### src/rtl/mult_button_sequencer_pkg.sv
// Shared state encoding for the multiplier front panel (also used by the LED display driver).
package mult_button_sequencer_pkg;

  localparam int STATE_W = 3;

  typedef enum logic [STATE_W-1:0] {
    S_WAIT_A = 3'd0,
    S_WAIT_B = 3'd1,
    S_START  = 3'd2,
    S_RUN    = 3'd3,
    S_SHOW   = 3'd4
  } state_e;

endpackage

### src/rtl/mult_button_sequencer_button.sv
// button_debounce: 2-FF sync, optional debounce (MULT_BUTTON_DEBOUNCE_EN), rising-edge press pulse.
// Latency: 2 + DEBOUNCE_CYCLES + 1 cycles (3 without debounce); no backpressure, press is a one-cycle pulse.
module button_debounce #(
  parameter int DEBOUNCE_CYCLES = 1000000
) (
  input  logic Clk_in,
  input  logic Reset_in,
  input  logic Button_in,
  output logic Press_out
);

  logic sync1_q, sync1_d;
  logic sync2_q, sync2_d;
  logic prev_q, prev_d;
  logic press_q, press_d;
  logic stable;

`ifdef MULT_BUTTON_DEBOUNCE_EN
  localparam int CNT_W = (DEBOUNCE_CYCLES > 2) ? $clog2(DEBOUNCE_CYCLES) : 1;
  localparam logic [CNT_W-1:0] CNT_MAX = CNT_W'(DEBOUNCE_CYCLES - 1);

  logic [CNT_W-1:0] cnt_q, cnt_d;
  logic             stable_q, stable_d;

  // Any sample that agrees with the stable level restarts the stability window.
  always_comb begin
    cnt_d    = cnt_q;
    stable_d = stable_q;
    if (sync2_q == stable_q) begin
      cnt_d = '0;
    end else if (cnt_q == CNT_MAX) begin
      stable_d = sync2_q;
      cnt_d    = '0;
    end else begin
      cnt_d = cnt_q + CNT_W'(1);
    end
  end

  always_ff @(posedge Clk_in) begin
    if (Reset_in) begin
      cnt_q    <= '0;
      stable_q <= 1'b0;
    end else begin
      cnt_q    <= cnt_d;
      stable_q <= stable_d;
    end
  end

  assign stable = stable_q;
`else
  localparam int unused_debounce_cycles = DEBOUNCE_CYCLES;
  assign stable = sync2_q;
`endif

  always_comb begin
    sync1_d = Button_in;
    sync2_d = sync1_q;
    prev_d  = stable;
    press_d = stable & ~prev_q;
  end

  always_ff @(posedge Clk_in) begin
    if (Reset_in) begin
      sync1_q <= 1'b0;
      sync2_q <= 1'b0;
      prev_q  <= 1'b0;
      press_q <= 1'b0;
    end else begin
      sync1_q <= sync1_d;
      sync2_q <= sync2_d;
      prev_q  <= prev_d;
      press_q <= press_d;
    end
  end

  assign Press_out = press_q;

endmodule

### src/rtl/mult_button_sequencer.sv
// Front-panel sequencer: press latches A then B, pulses start, captures product and shows it (MULT_BUTTON_DEBOUNCE_EN selects debounce).
// Latency: B latch to start 1 cycle, done to Valid_out 1 cycle; no backpressure, presses outside WAIT/SHOW states are dropped.
module mult_button_sequencer
  import mult_button_sequencer_pkg::*;
#(
  parameter int WIDTH           = 8,
  parameter int DEBOUNCE_CYCLES = 1000000
) (
  input  logic                 Clk_in,
  input  logic                 Reset_in,
  input  logic                 Button_in,
  input  logic [WIDTH-1:0]     Data_in,
  output logic [WIDTH-1:0]     Mul_a_out,
  output logic [WIDTH-1:0]     Mul_b_out,
  output logic                 Mul_start_out,
  input  logic                 Mul_done_in,
  input  logic [2*WIDTH-1:0]   Product_in,
  output logic [2*WIDTH-1:0]   Product_out,
  output logic                 Valid_out,
  output logic [STATE_W-1:0]   State_out
);

  state_e             state_q, state_d;
  logic [WIDTH-1:0]   a_q, a_d;
  logic [WIDTH-1:0]   b_q, b_d;
  logic [2*WIDTH-1:0] prod_q, prod_d;
  logic               press;

  button_debounce #(
    .DEBOUNCE_CYCLES(DEBOUNCE_CYCLES)
  ) u_button (
    .Clk_in   (Clk_in),
    .Reset_in (Reset_in),
    .Button_in(Button_in),
    .Press_out(press)
  );

  always_comb begin
    state_d = state_q;
    a_d     = a_q;
    b_d     = b_q;
    prod_d  = prod_q;
    case (state_q)
      S_WAIT_A: if (press) begin
        a_d     = Data_in;
        state_d = S_WAIT_B;
      end
      S_WAIT_B: if (press) begin
        b_d     = Data_in;
        state_d = S_START;
      end
      S_START:  state_d = S_RUN;
      S_RUN:    if (Mul_done_in) begin
        prod_d  = Product_in;
        state_d = S_SHOW;
      end
      S_SHOW:   if (press) state_d = S_WAIT_A;
      default:  state_d = S_WAIT_A;
    endcase
  end

  always_ff @(posedge Clk_in) begin
    if (Reset_in) begin
      state_q <= S_WAIT_A;
      a_q     <= '0;
      b_q     <= '0;
      prod_q  <= '0;
    end else begin
      state_q <= state_d;
      a_q     <= a_d;
      b_q     <= b_d;
      prod_q  <= prod_d;
    end
  end

  // Start and valid are pure state decodes so they can never outlive their state.
  assign Mul_start_out = (state_q == S_START);
  assign Valid_out     = (state_q == S_SHOW);
  assign Mul_a_out     = a_q;
  assign Mul_b_out     = b_q;
  assign Product_out   = prod_q;
  assign State_out     = state_q;

endmodule

### config.mk
export PLATFORM = sky130hd
export DESIGN_NAME = mult_button_sequencer
export DESIGN_NICKNAME = d
export VERILOG_FILES = /design/src/rtl/mult_button_sequencer_pkg.sv /design/src/rtl/mult_button_sequencer_button.sv /design/src/rtl/mult_button_sequencer.sv
export SDC_FILE = /design/constraint.sdc
export NUM_CORES = 1
export LEC_CHECK = 0
export ABC_AREA = 1
export CAP_MARGIN = 20
export CORE_MARGIN = 2
export CORE_UTILIZATION = 60
export CTS_BUF_LIST = sky130_fd_sc_hd__clkbuf_16
export DETAILED_ROUTE_END_ITERATION = 7
export DONT_BUFFER_PORTS = 1
export PLACE_DENSITY_LB_ADDON = 0.12
export SYNTH_ARGS = -nofsm -noshare
export SYNTH_HDL_FRONTEND = slang
export SYNTH_HIERARCHICAL = 1
export SYNTH_SLANG_ARGS = --single-unit
### constraint.sdc
create_clock -name Clk_in -period 3.4 [get_ports Clk_in]
set_clock_uncertainty 0.1 [all_clocks]
set_input_delay 1.02 -clock Clk_in [delete_from_list [all_inputs] [get_ports Clk_in]]
set_output_delay 1.02 -clock Clk_in [all_outputs]
set_load 0.02 [all_outputs]
* After elaboration in Yosys (flattened, before gate mapping) *
Index checks and enable logic that the tools add are counted.

operators by class
  equality and inequality tests = 8
  multiplexer cells = 5
  bitwise logic cells = 2
  reduce and logical (&&, ||, !) cells = 5

operators with widths
  kind                                                    number
  one-hot mux 3 bit (5 select lines)                      1
  two-way mux 3 bit                                       4
  == test 3 x 2 -> 1 bit (second input constant)          2
  inequality test 2 x 1 -> 1 bit (second input constant)  3
  AND reduction 2 bit                                     3
  AND reduction 4 bit                                     1
  == test 3 x 1 -> 1 bit (second input constant)          1
  == test 3 bit (second input constant)                   1
  zero test 3 bit                                         1
  inequality test 2 bit (second input constant)           1
  AND 1 bit                                               1
  NOT 1 bit                                               1

word-level totals
  register bits after elaboration = 39
  bits of input ports = 28
  output and inout port bits = 37
  word-level logic and storage cells = 28

* Depth between registers and ports, before layout *
  word-level depth = 3
  gate-level depth with buffers = 7
  depth with buffers taken out = 7

* Hierarchy *
The synthesis kept the hierarchy.

by module, submodules not included
  module                 times used  cells each  area an instance (um2)  seq. area each (um2)
  mult_button_sequencer  1           172         1486.4                  700.7
  button_debounce        1           12          115.1                   80.1

* Worst setup path after synthesis *
No wires, ideal clock.

  path kind = reg-to-output
  start point = register state_q[2], in the netlist State_out[2]
  end point = output Valid_out
  arrival = 1.214 ns
  required time = 2.280 ns
  path slack = 1.066 ns
  cell stages (with the launch flop) = 3
  path buffers = 0
  cells stage by stage = dfxtp_1 > inv_1 > nor3_1

between the ends
  cells in the longest elaborated chain, start to end = 1

RTL lines
  what                    RTL line                     text
  from (decl)             mult_button_sequencer.sv:23  state_e state_q, state_d;
  from (signal assigned)  mult_button_sequencer.sv:69  state_q <= state_d;
  == test 3 bit           mult_button_sequencer.sv:78  assign Valid_out = (state_q == S_SHOW);
  to (decl)               mult_button_sequencer.sv:19  output logic Valid_out,

Every way passes these cells.

* Worst setup path after layout *
Ends and elaborated chain as after synthesis.

==> summary.md <==
| Metric | Value |
|---|---|
| WHS | `0.3009 ns` |
| Simple-Gate Fraction of Synth Area | `0.2625` |
| GRT overflow | `0` |
| Clock sink count | `39` |
| Placed insts | `206` |
| Reg-to-Reg End | `State_out[1]` |
| Synthesized area | `1602 um2` |
| Area fraction of the dominant cell type after synthesis | `0.4875` |
| Period utilization | `0.8352` |
| Post-synthesis mux area share | `0` |
| Data arrival, critical path | `1.72 ns` |
| Syn Inst Count | `184` |
| Hold Vio Cnt, Final | `0` |
| Vias | `1226` |
| # setup viols final | `0` |
| Vias in the first global route | `1252` |
| Unrepaired setup endpoints after global routing | `no` |
| Crit path largest cell delay | `0.66 ns` |
| Number of I/O port buffers | `0` |
| Cell family with most CP delay | `simple AND/OR/NAND/NOR gates` |
| Io pins | `65` |
| CTS tree | `yes` |
| Startpoint class of the critical path | `flip-flop` |
| CTS buffer count | `5` |
| Crit-path max FO | `5` |
| Post-CTS Setup Inserts | `0` |
| Final net count | `211` |
| Worst setup path endpoint | `Valid_out` |
| Seq cells post-synth | `39` |
| Via-to-Cell Ratio | `5.729` |
| Hold-fix buffers, CTS | `0` |
| Worst EP required | `2.28 ns` |
| Routed WL | `3235 um` |
| Netlist cell types | `25` |
| Die area | `3099 um2` |
| Pin count of the biggest net entering global routing | `22` |
| Synth Area in Adders | `0` |
| Final core occ | `0.7087` |
| Fmax | `0.3522 GHz` |
| CTS clk-pin slew, worst paths | `0.06 ns` |
| Synth Area in XOR/XNOR | `0` |
| DRC Markers | `0` |
| H-Tree Level Count | `2` |
| Post-synthesis compound-gate area fraction | `0.1680` |
| DR iter-0 viols | `31` |
| Final HPWL DP | `2250 um` |
| Max Slew Vio Count | `0` |
| Initial antenna violation count | `0` |
| Reg2Reg Setup Slack | `1.43 ns` |
| Total power draw | `1.083 mW` |
| Layout cell share with drive strength beyond 1 | `0.2609` |
| P per Cell Area | `611.5 nW/um2` |
| Crit path time final | `2.840 ns` |
| Total GRT Usage | `0.2211` |
| Setup TNS | `0 ns` |
| Resize count post-CTS | `0` |
| Reg2Reg Depth | `5` |
| CTS root buf | `clkbuf_16` |
| Area leader, netlist | `dfxtp_1` |
| Max Cap Viol | `0` |
| Reg-to-Reg Start | `State_out[2]` |
| Clk buf depth | `2` |
| Wirelength per Cell | `15.12 um` |
| Core Area | `2500 um2` |
| Buf+Inv Stages, Crit Path | `1` |
| CP Depth | `2` |
| Rows | `18` |
| Kind of critical path | `flip-flop to output port` |
| Non-filler instance count after layout | `214` |
| Area growth, synth to finish | `10.63%` |
| Post-synthesis sequential area ratio | `0.4875` |
| Syn avg cell area | `8.704 um2` |
| Net count after synthesis | `212` |
| CP max stage cell | `nor3_1` |
| Top cells by area, synth | `dfxtp_1 (49%), nand3_2 (7.5%), a21oi_2 (5.5%)` |
| Initial core utilization | `0.6406` |
| Worst slew pin tran | `0.8172 ns` |
| Routability cong. | `0.7606` |
| Drt pass-1 iters | `4` |
| Global-route wire length before repair | `5409 um` |
| Peak supply drop | `0.5036 mV` |
| Synthesis Warnings | `6` |
| Die H | `55.67 um` |
| Worst min path class | `flip-flop to flip-flop` |
| Worst Setup SP | `State_out[2]` |
| Rel. slew slack | `0.4510` |
| Status | `complete, no violations` |
| # diodes | `0` |
| Leakage | `0.6056 nW` |
| Setup crit end kind | `output port` |
| Clock Latency Late Sink | `0.28 ns` |
| Largest family of logic cells by synthesized area | `simple AND/OR/NAND/NOR gates` |
| CP cell instances | `inv_1 > nor3_1` |
| Routed Antenna Nets | `0` |
| Die Span X | `55.67 um` |
==> registers in the layout, indices dropped and copies added, names as in the netlist <==
register and cells:
u_button/prev_q 1, u_button/prev_d 1, Product_out 16, u_button/sync1_q 1, u_button/Press_out 1, Mul_b_out 8, Mul_a_out 8, State_out 3
==> cell usage in the layout (no fill, tap or decap) <==
cell type and count:
nand2_2 11, o21ai_0 8, nand2_4 1, nand4_1 1, a21oi_1 15, nand3_2 12, a21oi_4 1, dfxtp_1 39
nor2_2 2, clkbuf_16 5, inv_2 3, nor2_8 1, clkinv_1 2, nand3_1 9, bufinv_16 2, o21ai_1 10
nor3_1 1, nor2_1 22, nand2_1 13, inv_1 16, a21oi_2 10
==> where the power goes <==
part | internal, mW | leakage (nW) | total [mW] | switching (mW)
registers | 0.463 | 0.315 | 0.473 | 0.00979
clock network | 0.417 | 0.0952 | 0.589 | 0.172
logic | 0.00772 | 0.195 | 0.0214 | 0.0137
==> how the worst min path moves through the flow <==
stage                     start            endpoint  slack, ns  cells past startpoint
2_1_floorplan   u_button/prev_q  u_button/Press_out       0.28                      1
3_3_place_gp    u_button/prev_q  u_button/Press_out       0.29                      1
3_5_place_dp   u_button/sync1_q     u_button/prev_d       0.29                      2
4_1_cts        u_button/sync1_q     u_button/prev_d       0.30                      2
5_1_grt        u_button/sync1_q     u_button/prev_d       0.31                      2
6_report       u_button/sync1_q     u_button/prev_d       0.30                      2
==> cell usage after synthesis (all sizes together) <==
| cell type | count |
|---|---|
| nor3 | 1 |
| a21oi | 26 |
| nand3 | 21 |
| nand2 | 25 |
| clkbuf | 1 |
| inv | 18 |
| clkinv | 2 |
| nand4 | 1 |
| nor2 | 25 |
| buf | 7 |
| dfxtp | 39 |
| o21ai | 18 |
==> cells by family after synthesis <==
logic type             Yosys count
and+or+nand+nor                 73
buffers and inverters           28
AOI/OAI and AO/OA               44
DFF                             39
==> metrics by stage <==
stage | worst slack (ns) | instance area (um2)
after CTS | 0.5658 | 1772
after global routing | 0.5289 | 1772
after global placement | 1.011 | 1583
after detailed placement | 0.9292 | 1583
after floorplan | 1.066 | 1602
final | 0.5604 | 1772
==> routing by layer <==
layer  up-vias  track usage  part of all wire
met5         -            0                 0
met4         0      0.08362             0.015
met3         8      0.09535             0.083
met2        55       0.3997              0.51
met1       564       0.2226              0.39
li1        599            -                 -
==> cell type report <==
cell class,count,area [um2]
clock buffer,5,125.1
multi-input combinational,117,689.4
inverter,20,75.07
clock inverter,3,63.81
sequential,39,780.7
tap,30,37.54
fill,209,728.2
==> worst reg2reg max path: stages (launching register included) <==
cell,delay (ns)
dfxtp_1,0.62
inv_1,0.17
nor3_1,0.66
o21ai_0,0.18
nand2_1,0.09
nor2_1,0.05
Note: power is estimated with default switching activity, not from simulation.
